## src/rtl/digit_scan_ctrl_if.sv

```systemverilog
// digit_scan_ctrl_if: scan enable/mask inputs and anode/select outputs of the digit scanner
interface digit_scan_ctrl_if;
  logic       en;
  logic [7:0] digit_mask;
  logic [2:0] digit_sel;
  logic [7:0] digit_en_n;
  logic       blank;
  logic       frame_start;
  modport master (output en, digit_mask, input digit_sel, digit_en_n, blank, frame_start);
  modport slave (input en, digit_mask, output digit_sel, digit_en_n, blank, frame_start);
endinterface

```

## src/rtl/digit_scan_ctrl.sv

```systemverilog
// digit_scan_ctrl: multiplexed 8-digit anode scan with a leading blank gap per slot
// and skipping of digits cleared in the mask.
module digit_scan_ctrl #(
  parameter int PRESCALE = 1000,
  parameter int BLANK    = 4
) (
  input logic clk,
  input logic rst,
  digit_scan_ctrl_if.slave scan
);
  localparam int CW = $clog2(PRESCALE);
  localparam logic [CW-1:0] BLAST = CW'(BLANK - 1);
  localparam logic [CW-1:0] PLAST = CW'(PRESCALE - 1);
  typedef enum logic [1:0] {S_IDLE, S_BLANK, S_SHOW} state_t;
  state_t        state_q;
  logic [CW-1:0] cnt_q;
  logic [2:0]    sel_q;
  logic [7:0]    en_n_q;
  logic          blank_q;
  logic          fs_q;
  logic [7:0]    above_d;
  logic          wrap_d;
  logic [2:0]    first_d;
  logic [2:0]    next_d;
  function automatic logic [2:0] lowest(input logic [7:0] m);
    lowest = 3'd0;
    for (int i = 7; i >= 0; i--)
      if (m[i]) lowest = 3'(i);
  endfunction
  // Candidates strictly above the current digit; none left means the frame wraps.
  always_comb begin
    above_d = scan.digit_mask & (8'hFE << sel_q);
    wrap_d  = above_d == 8'h00;
    first_d = lowest(scan.digit_mask);
    next_d  = wrap_d ? first_d : lowest(above_d);
  end
  always_ff @(posedge clk) begin
    if (rst) begin
      state_q <= S_IDLE;
      cnt_q   <= '0;
      sel_q   <= 3'd0;
      en_n_q  <= 8'hFF;
      blank_q <= 1'b1;
      fs_q    <= 1'b0;
    end else if (!scan.en) begin
      state_q <= S_IDLE;
      cnt_q   <= '0;
      en_n_q  <= 8'hFF;
      blank_q <= 1'b1;
      fs_q    <= 1'b0;
    end else begin
      fs_q <= 1'b0;
      case (state_q)
        S_IDLE: begin
          en_n_q  <= 8'hFF;
          blank_q <= 1'b1;
          if (scan.digit_mask != 8'h00) begin
            sel_q   <= first_d;
            cnt_q   <= '0;
            fs_q    <= 1'b1;
            state_q <= S_BLANK;
          end
        end
        S_BLANK: begin
          cnt_q <= cnt_q + CW'(1);
          if (cnt_q == BLAST) begin
            en_n_q  <= ~(8'd1 << sel_q);
            blank_q <= 1'b0;
            state_q <= S_SHOW;
          end
        end
        S_SHOW: begin
          if (cnt_q == PLAST) begin
            cnt_q   <= '0;
            en_n_q  <= 8'hFF;
            blank_q <= 1'b1;
            state_q <= scan.digit_mask == 8'h00 ? S_IDLE : S_BLANK;
            if (scan.digit_mask != 8'h00) begin
              sel_q <= next_d;
              fs_q  <= wrap_d;
            end
          end else begin
            cnt_q <= cnt_q + CW'(1);
          end
        end
        default: begin
          state_q <= S_IDLE;
          en_n_q  <= 8'hFF;
          blank_q <= 1'b1;
        end
      endcase
    end
  end
  assign scan.digit_sel   = sel_q;
  assign scan.digit_en_n  = en_n_q;
  assign scan.blank       = blank_q;
  assign scan.frame_start = fs_q;
endmodule

```

## src/flat_wrapper.sv

```systemverilog
// flat-port wrapper written by rule: the top's interface ports become plain ports
module digit_scan_ctrl_flat 
#(
  parameter int PRESCALE = 1000,
  parameter int BLANK    = 4
)
  (clk, rst, scan_en, scan_digit_mask, scan_digit_sel, scan_digit_en_n, scan_blank, scan_frame_start);
  digit_scan_ctrl_if scan_i ();
  input logic clk;
  input logic rst;
  input wire logic [$bits(scan_i.en)-1:0] scan_en;
  input wire logic [$bits(scan_i.digit_mask)-1:0] scan_digit_mask;
  output wire logic [$bits(scan_i.digit_sel)-1:0] scan_digit_sel;
  output wire logic [$bits(scan_i.digit_en_n)-1:0] scan_digit_en_n;
  output wire logic [$bits(scan_i.blank)-1:0] scan_blank;
  output wire logic [$bits(scan_i.frame_start)-1:0] scan_frame_start;
  assign scan_i.en = scan_en;
  assign scan_i.digit_mask = scan_digit_mask;
  assign scan_digit_sel = scan_i.digit_sel;
  assign scan_digit_en_n = scan_i.digit_en_n;
  assign scan_blank = scan_i.blank;
  assign scan_frame_start = scan_i.frame_start;
  digit_scan_ctrl #(.PRESCALE(PRESCALE), .BLANK(BLANK)) u_core (.clk(clk), .rst(rst), .scan(scan_i));
endmodule
```

## config.mk

```make
export PLATFORM = sky130hd
export DESIGN_NAME = digit_scan_ctrl_flat
export DESIGN_NICKNAME = d
export VERILOG_FILES = /design/src/rtl/digit_scan_ctrl_if.sv /design/src/rtl/digit_scan_ctrl.sv /design/src/flat_wrapper.sv
export SDC_FILE = /design/constraint.sdc
export NUM_CORES = 1
export LEC_CHECK = 0
export ABC_CLOCK_PERIOD_IN_PS = 2600
export CAP_MARGIN = 40
export CORE_MARGIN = 2
export CORE_UTILIZATION = 30
export CTS_BUF_LIST = sky130_fd_sc_hd__clkbuf_16
export CTS_CLUSTER_DIAMETER = 120
export CTS_CLUSTER_SIZE = 8
export DETAILED_ROUTE_END_ITERATION = 10
export PLACE_DENSITY_LB_ADDON = 0.1
export SETUP_SLACK_MARGIN = 0.1
export SYNTH_ARGS = -nofsm -noshare
export SYNTH_HDL_FRONTEND = slang
export SYNTH_SLANG_ARGS = --single-unit
```

## constraint.sdc

```tcl
create_clock -name clk -period 2.6 [get_ports clk]
set_input_delay 0.26 -clock clk [delete_from_list [all_inputs] [get_ports clk]]
set_output_delay 0.26 -clock clk [all_outputs]
set_load 0.005 [all_outputs]
```

; ---- Yosys cells after proc, flatten, opt, wreduce, memory -nomap -nowiden
; Cells that the tools add are included.
[word_totals]
regBits = 25
out_inout_bits = 13
wordCells = 70
[op_classes]
n_reduce_logical = 11
bitwise_logic = 3
eq_ne = 8
muxes = 39
n_shift = 2
n_addsub = 1
[ops]
columns = operator, count
row1 = $mux W3, 20
row2 = $pmux W10 S3, 1
row3 = $mux W10, 2
row4 = $logic_not A8 Y1, 2
row5 = $mux W8, 2
row6 = $pmux W8 S2, 1
row7 = $add A10 B1 Y10 const B, 1
row8 = $eq A10 B10 Y1 const B, 1
row9 = $eq A10 B2 Y1 const B, 1
row10 = $and A8 B8 Y8, 1
row11 = $ne A2 B1 Y1 const B, 4
row12 = $not A8 Y8, 1
row13 = $reduce_bool A8 Y1, 1
row14 = $shl A1 B3 Y8 const A, 1
row15 = $shl A8 B3 Y8 const A, 1
row16 = $mux W1, 6
row17 = $mux W2, 3
row18 = $pmux W2 S3, 1
row19 = $pmux W3 S2, 1
row20 = $reduce_and A5 Y1, 1
row21 = $pmux W1 S2, 2
row22 = $reduce_and A2 Y1, 2
row23 = $reduce_and A3 Y1, 1
row24 = $reduce_bool A3 Y1, 1
row25 = other kinds (6), 6

; ---- Depth between registers and ports, before layout
[depth]
depth_word = 14
depth_mapped = 8
depth_no_buf = 7

; ---- Worst setup path before layout
; OpenSTA, ideal clock, no wires.
[synth_path]
kind = reg2reg
startpoint = reg u_core.cnt_q[0]
endpoint = reg u_core.sel_q[2] (netlist: u_core.scan.digit_sel[2])
period_less_slack_ns = 2.210
slack_ns = 0.390
setup_ns = 0.070
required_time_ns = 2.530
arrival_time_ns = 2.141
stages_incl_launch_ff = 7
cell_sequence = dfxtp_1 -> ha_1 -> or3b_4 -> o41ai_4 -> nand3_1 -> or3b_1 -> a21oi_1
[synth_via]
elab_chain_len = 3
[synth_rtl]
columns = element, line
row1 = "start, declared", digit_scan_ctrl.sv:16  ; logic [CW-1:0] cnt_q;
row2 = "start signal, assigned", digit_scan_ctrl.sv:65  ; cnt_q <= cnt_q + CW'(1);
row3 = "start signal, assigned", digit_scan_ctrl.sv:83  ; cnt_q <= cnt_q + CW'(1);
row4 = $eq A10 B10 Y1, digit_scan_ctrl.sv:73  ; if (cnt_q == PLAST) begin
row5 = $ne A2 B1 Y1 (no line), n/a
row6 = $reduce_and A5 Y1 (no line), n/a
row7 = "end signal, assigned", digit_scan_ctrl.sv:58  ; sel_q <= first_d;
row8 = "end signal, assigned", digit_scan_ctrl.sv:79  ; sel_q <= next_d;
row9 = "end, declared", digit_scan_ctrl.sv:17  ; logic [2:0] sel_q;
; Every way passes these cells.
; A chain may end at the register's enable or synchronous reset.

; ---- Final worst setup path
[layout_path]
startpoint = reg u_core.cnt_q[0]
endpoint = reg u_core.state_q[0]
[layout_via]
elab_chain_len = 3
[layout_rtl]
columns = element, line
row1 = $eq A10 B10 Y1 or $eq A10 B2 Y1 (tied branches), "digit_scan_ctrl.sv:73, digit_scan_ctrl.sv:66"
row2 = $ne A2 B1 Y1 (no line), n/a
row3 = $reduce_and A3 Y1 (no line) *, n/a
row4 = "end signal, assigned", digit_scan_ctrl.sv:77  ; state_q <= scan.digit_mask == 8'h00 ? S_IDLE : S_BLANK;
row5 = "end, declared", digit_scan_ctrl.sv:15  ; state_t state_q;
; Mark *: on every way between the ends. The rest lies on a longest branch, timed or not.

==> run_results.csv <==
group,metric,value,unit
place,place_congestion,0.839,
clocking,cts_root_buf,"clkbuf_16",
drt,antenna_left,0,
synth,synth-edff-count,0,
pwr,internal-power,667,µW
global_route,grtUsageMet2,23.4,%
layout,insertedDiodeCount,0,
synth,ys_warn_count,0,
layout,fillCellCount,486,
floorplanning,ios,24,
synth,avgSynthCellArea,8.17,µm²
clocking,clockBufferDepth,2,
timing,hold_viol_final,0,
worst_hold_path,min_path_type,"flip-flop to flip-flop",
drt,drt-wirelength-per-cell,12.8,µm
drt,vias_per_cell,5.01,
floorplanning,fp.coreArea,0.00475,mm²
timing,setup_violations,0,
layout,ff_latch_area,500,µm²
place,hpwl,2750,µm
layout,multi_input_area,942,µm²
floorplanning,die_h,74.6,µm
layout,drive_above_1_share,8.41,%
worst_setup_path,critPathBufInv,0,
place,io_buffers,23,
timing,skew,0.00281,ns
worst_setup_path,required,2.79,ns
floorplanning,floorplan.initialDensity,31.4,%
pwr,pwr-share-clk,38.1,%
worst_setup_path,critPathKind,"flip-flop to flip-flop",
worst_setup_path,critical-path-top-delay-family,"compound AO/OA/AOI/OAI gates",
drt,drtPass1Iterations,4,
synth,ys.flop_type,"dfxtp_1",
pwr,p_sw_share,24.5,%
timing,rsz0062_at_grt,"false",
timing,drv_slew,0,
timing,period_share,89.5,%
floorplanning,rows,25,
timing,tightest_slew,0.577,ns
worst_setup_path,crit_fanout,6,
synth,syn-cell-area,0.00150,mm²
timing,fmax,430,MHz
run_status,run_status,"completed",
worst_setup_path,critPathSlowestCell,"o41ai_4",
worst_setup_path,slowest_delay,0.48,ns
floorplanning,die_w,74.6,µm
global_route,grt_max_degree,18,
layout,area_delta_synth_final,30.4,%
pwr,p_comb_share,16.0,%
drt,initialDrtViolationCount,51,
worst_setup_path,start_kind,"flip-flop",
synth,yosys.area.top_type_share,33.5,%
timing,fin_crit,2.33,ns
pwr,p_leak,0.726,nW
synth,synth_async_sr_flop_share,0,%
clocking,cts_tree,"yes",
synth,ys_seq_area_share,33.5,%
worst_setup_path,worstPathArrival,2.52,ns
synth,synthDominantAreaCellType,"dfxtp_1",
pwr,ir_worst_vdd,0.243,mV
clocking,ctsHoldBuffers,0,
pwr,power.density,454,mW/mm²
global_route,grt_pass1_vias,1412,
layout,nets,232,
global_route,grt_pass1_wl,6130,µm
clocking,clk_pin_slew,0.06,ns
worst_setup_path,end_kind,"flip-flop",
clocking,clock-sinks,25,
synth,synth.distinct_cells,43,
global_route,busiest_layer,"met2",
synth,ys_seq_elements,25,
clocking,htreeDepth,1,
run,maxCapViolations,0,
global_route,use_met3,3.12,%
floorplanning,dieArea,0.00556,mm²
layout,post-route-util,41.0,%
global_route,antenna_found_initial,0,
pwr,switching_power,217,µW
global_route,grt-ovfl-total,0,
layout,final_cell_mix,"25 x nor2_1, 25 x dfxtp_1, 23 x nand2_1, 23 x clkdlybuf4s50_1, 10 x inv_1",
worst_setup_path,path_cells,"ha_1, or3b_4, o41ai_4, o211ai_1, or3b_1, a21oi_1",
timing,relSlewSlack,61.5,%
drt,drt_wl_total,3600,µm
global_route,grt_use_met1,17.5,%
drt,vias,1408,
clocking,clk_latency,0.26,ns
global_route,grt_use_total,14.2,%
pwr,seqPwrFrac,45.9,%
synth,synthCells,183,
synth,synthTopCellsByArea,"dfxtp_1 33%, nor2_1 6.3%, mux2i_1 6.0%",
synth,synth_nets,200,
drt,drc_errors,0,
timing,setup_tns,0,ns
clocking,cts_buffers,3,
[through the flow]
step / area, µm² / worst slack, ns / power (mW) / hold slack [ns] / cells
2_1_floorplan: 1500 / 0.390 / 0.495 / 0.329 / 183
3_3_place_gp: 1850 / 0.325 / 0.554 / 0.457 / 276
3_5_place_dp: 1850 / 0.265 / 0.555 / 0.471 / 276
4_1_cts: 1930 / 0.266 / 0.894 / 0.486 / 280
5_1_grt: 1950 / 0.118 / 0.929 / 0.509 / 281
6_report: 1950 / 0.274 / 0.884 / 0.479 / 281
[power by group through the flow]
stage          registers [mW]  logic (mW)  clock network [mW]
3_3_place_gp            0.414       0.140                   0
6_report                0.406       0.141               0.337
4_1_cts                 0.406       0.141               0.346
3_5_place_dp            0.415       0.140                   0
5_1_grt                 0.408       0.158               0.364
2_1_floorplan           0.405      0.0902                   0
[worst reg2reg max path: stages, from the launching register on]
cell      delay [ns]
dfxtp_1         0.37
ha_1            0.24
or3b_4          0.43
o41ai_4         0.48
o211ai_1        0.22
or3b_1          0.38
a21oi_1         0.14
[synth_stat cells, types with 2 or more instances]
cell       n
o21bai_1   2
a31oi_1    2
or3b_1     2
nand3_1    7
nand2b_1   4
inv_1      9
a21o_1     2
mux2i_1    9
o31a_1     2
a21oi_1    9
xor2_1     8
clkbuf_1   5
dfxtp_1   25
ha_1       6
o21ai_0    2
o211ai_1   2
nand4_1    6
a221o_1    2
nor4_1     4
o21ai_2    2
nor2b_1    5
nand2_1   23
nor2_1    25
[what timing repair did]
action / in CTS / in global routing
buffers inserted: 0 / 1
setup endpoints to repair: 0 / 2
hold endpoints to repair: 0 / 0
resized for setup: 0 / 0
[flip-flops by register name, summed over array words and instances (netlist names)]
name,count
u_core.cnt_q,10
u_core.scan.blank,1
u_core.scan.digit_en_n,8
u_core.scan.digit_sel,3
u_core.scan.frame_start,1
u_core.state_q,2
[path summary, 6_finish.rpt]
kind	start	endpoint	slack (ns)	depth (start not counted)
setup / recovery	u_core.cnt_q[0]	u_core.state_q[0]	0.27	6
hold / removal	u_core.scan.digit_en_n[2]	u_core.scan.digit_en_n[2]	0.48	2
setup reg to reg	u_core.cnt_q[0]	u_core.state_q[0]	0.27	6
hold reg to reg	u_core.scan.digit_en_n[2]	u_core.scan.digit_en_n[2]	0.48	2
[cell type report]
type,instances,area share [%]
clock buffer,3,3.85
clock inverter,1,0.193
inverter,9,1.73
multi-input combinational,144,48.3
sequential,25,25.7
tap,67,4.30
timing repair buffer,32,15.9
[routing by layer]
metal / part of all wire [%] / vias up
met1: 47 / 657
met2: 48 / 32
li1: - / 710
met3: 3.4 / 9
met4: 2.1 / 0
met5: 0 / -
[cells by family (layout without fill, tap and decap cells)]
logic type	Yosys count	count (layout)	synth area share [%]
AO/OA/AOI/OAI	35	35	18.3
XOR/XNOR	9	9	5.27
adder cells (fa/ha/maj)	6	6	5.02
buffers and inverters	14	45	3.51
flip-flops	25	25	33.5
multiplexers	10	10	6.78
AND/OR/NAND/NOR	84	84	27.6
Power figures use the tool's default switching activity.
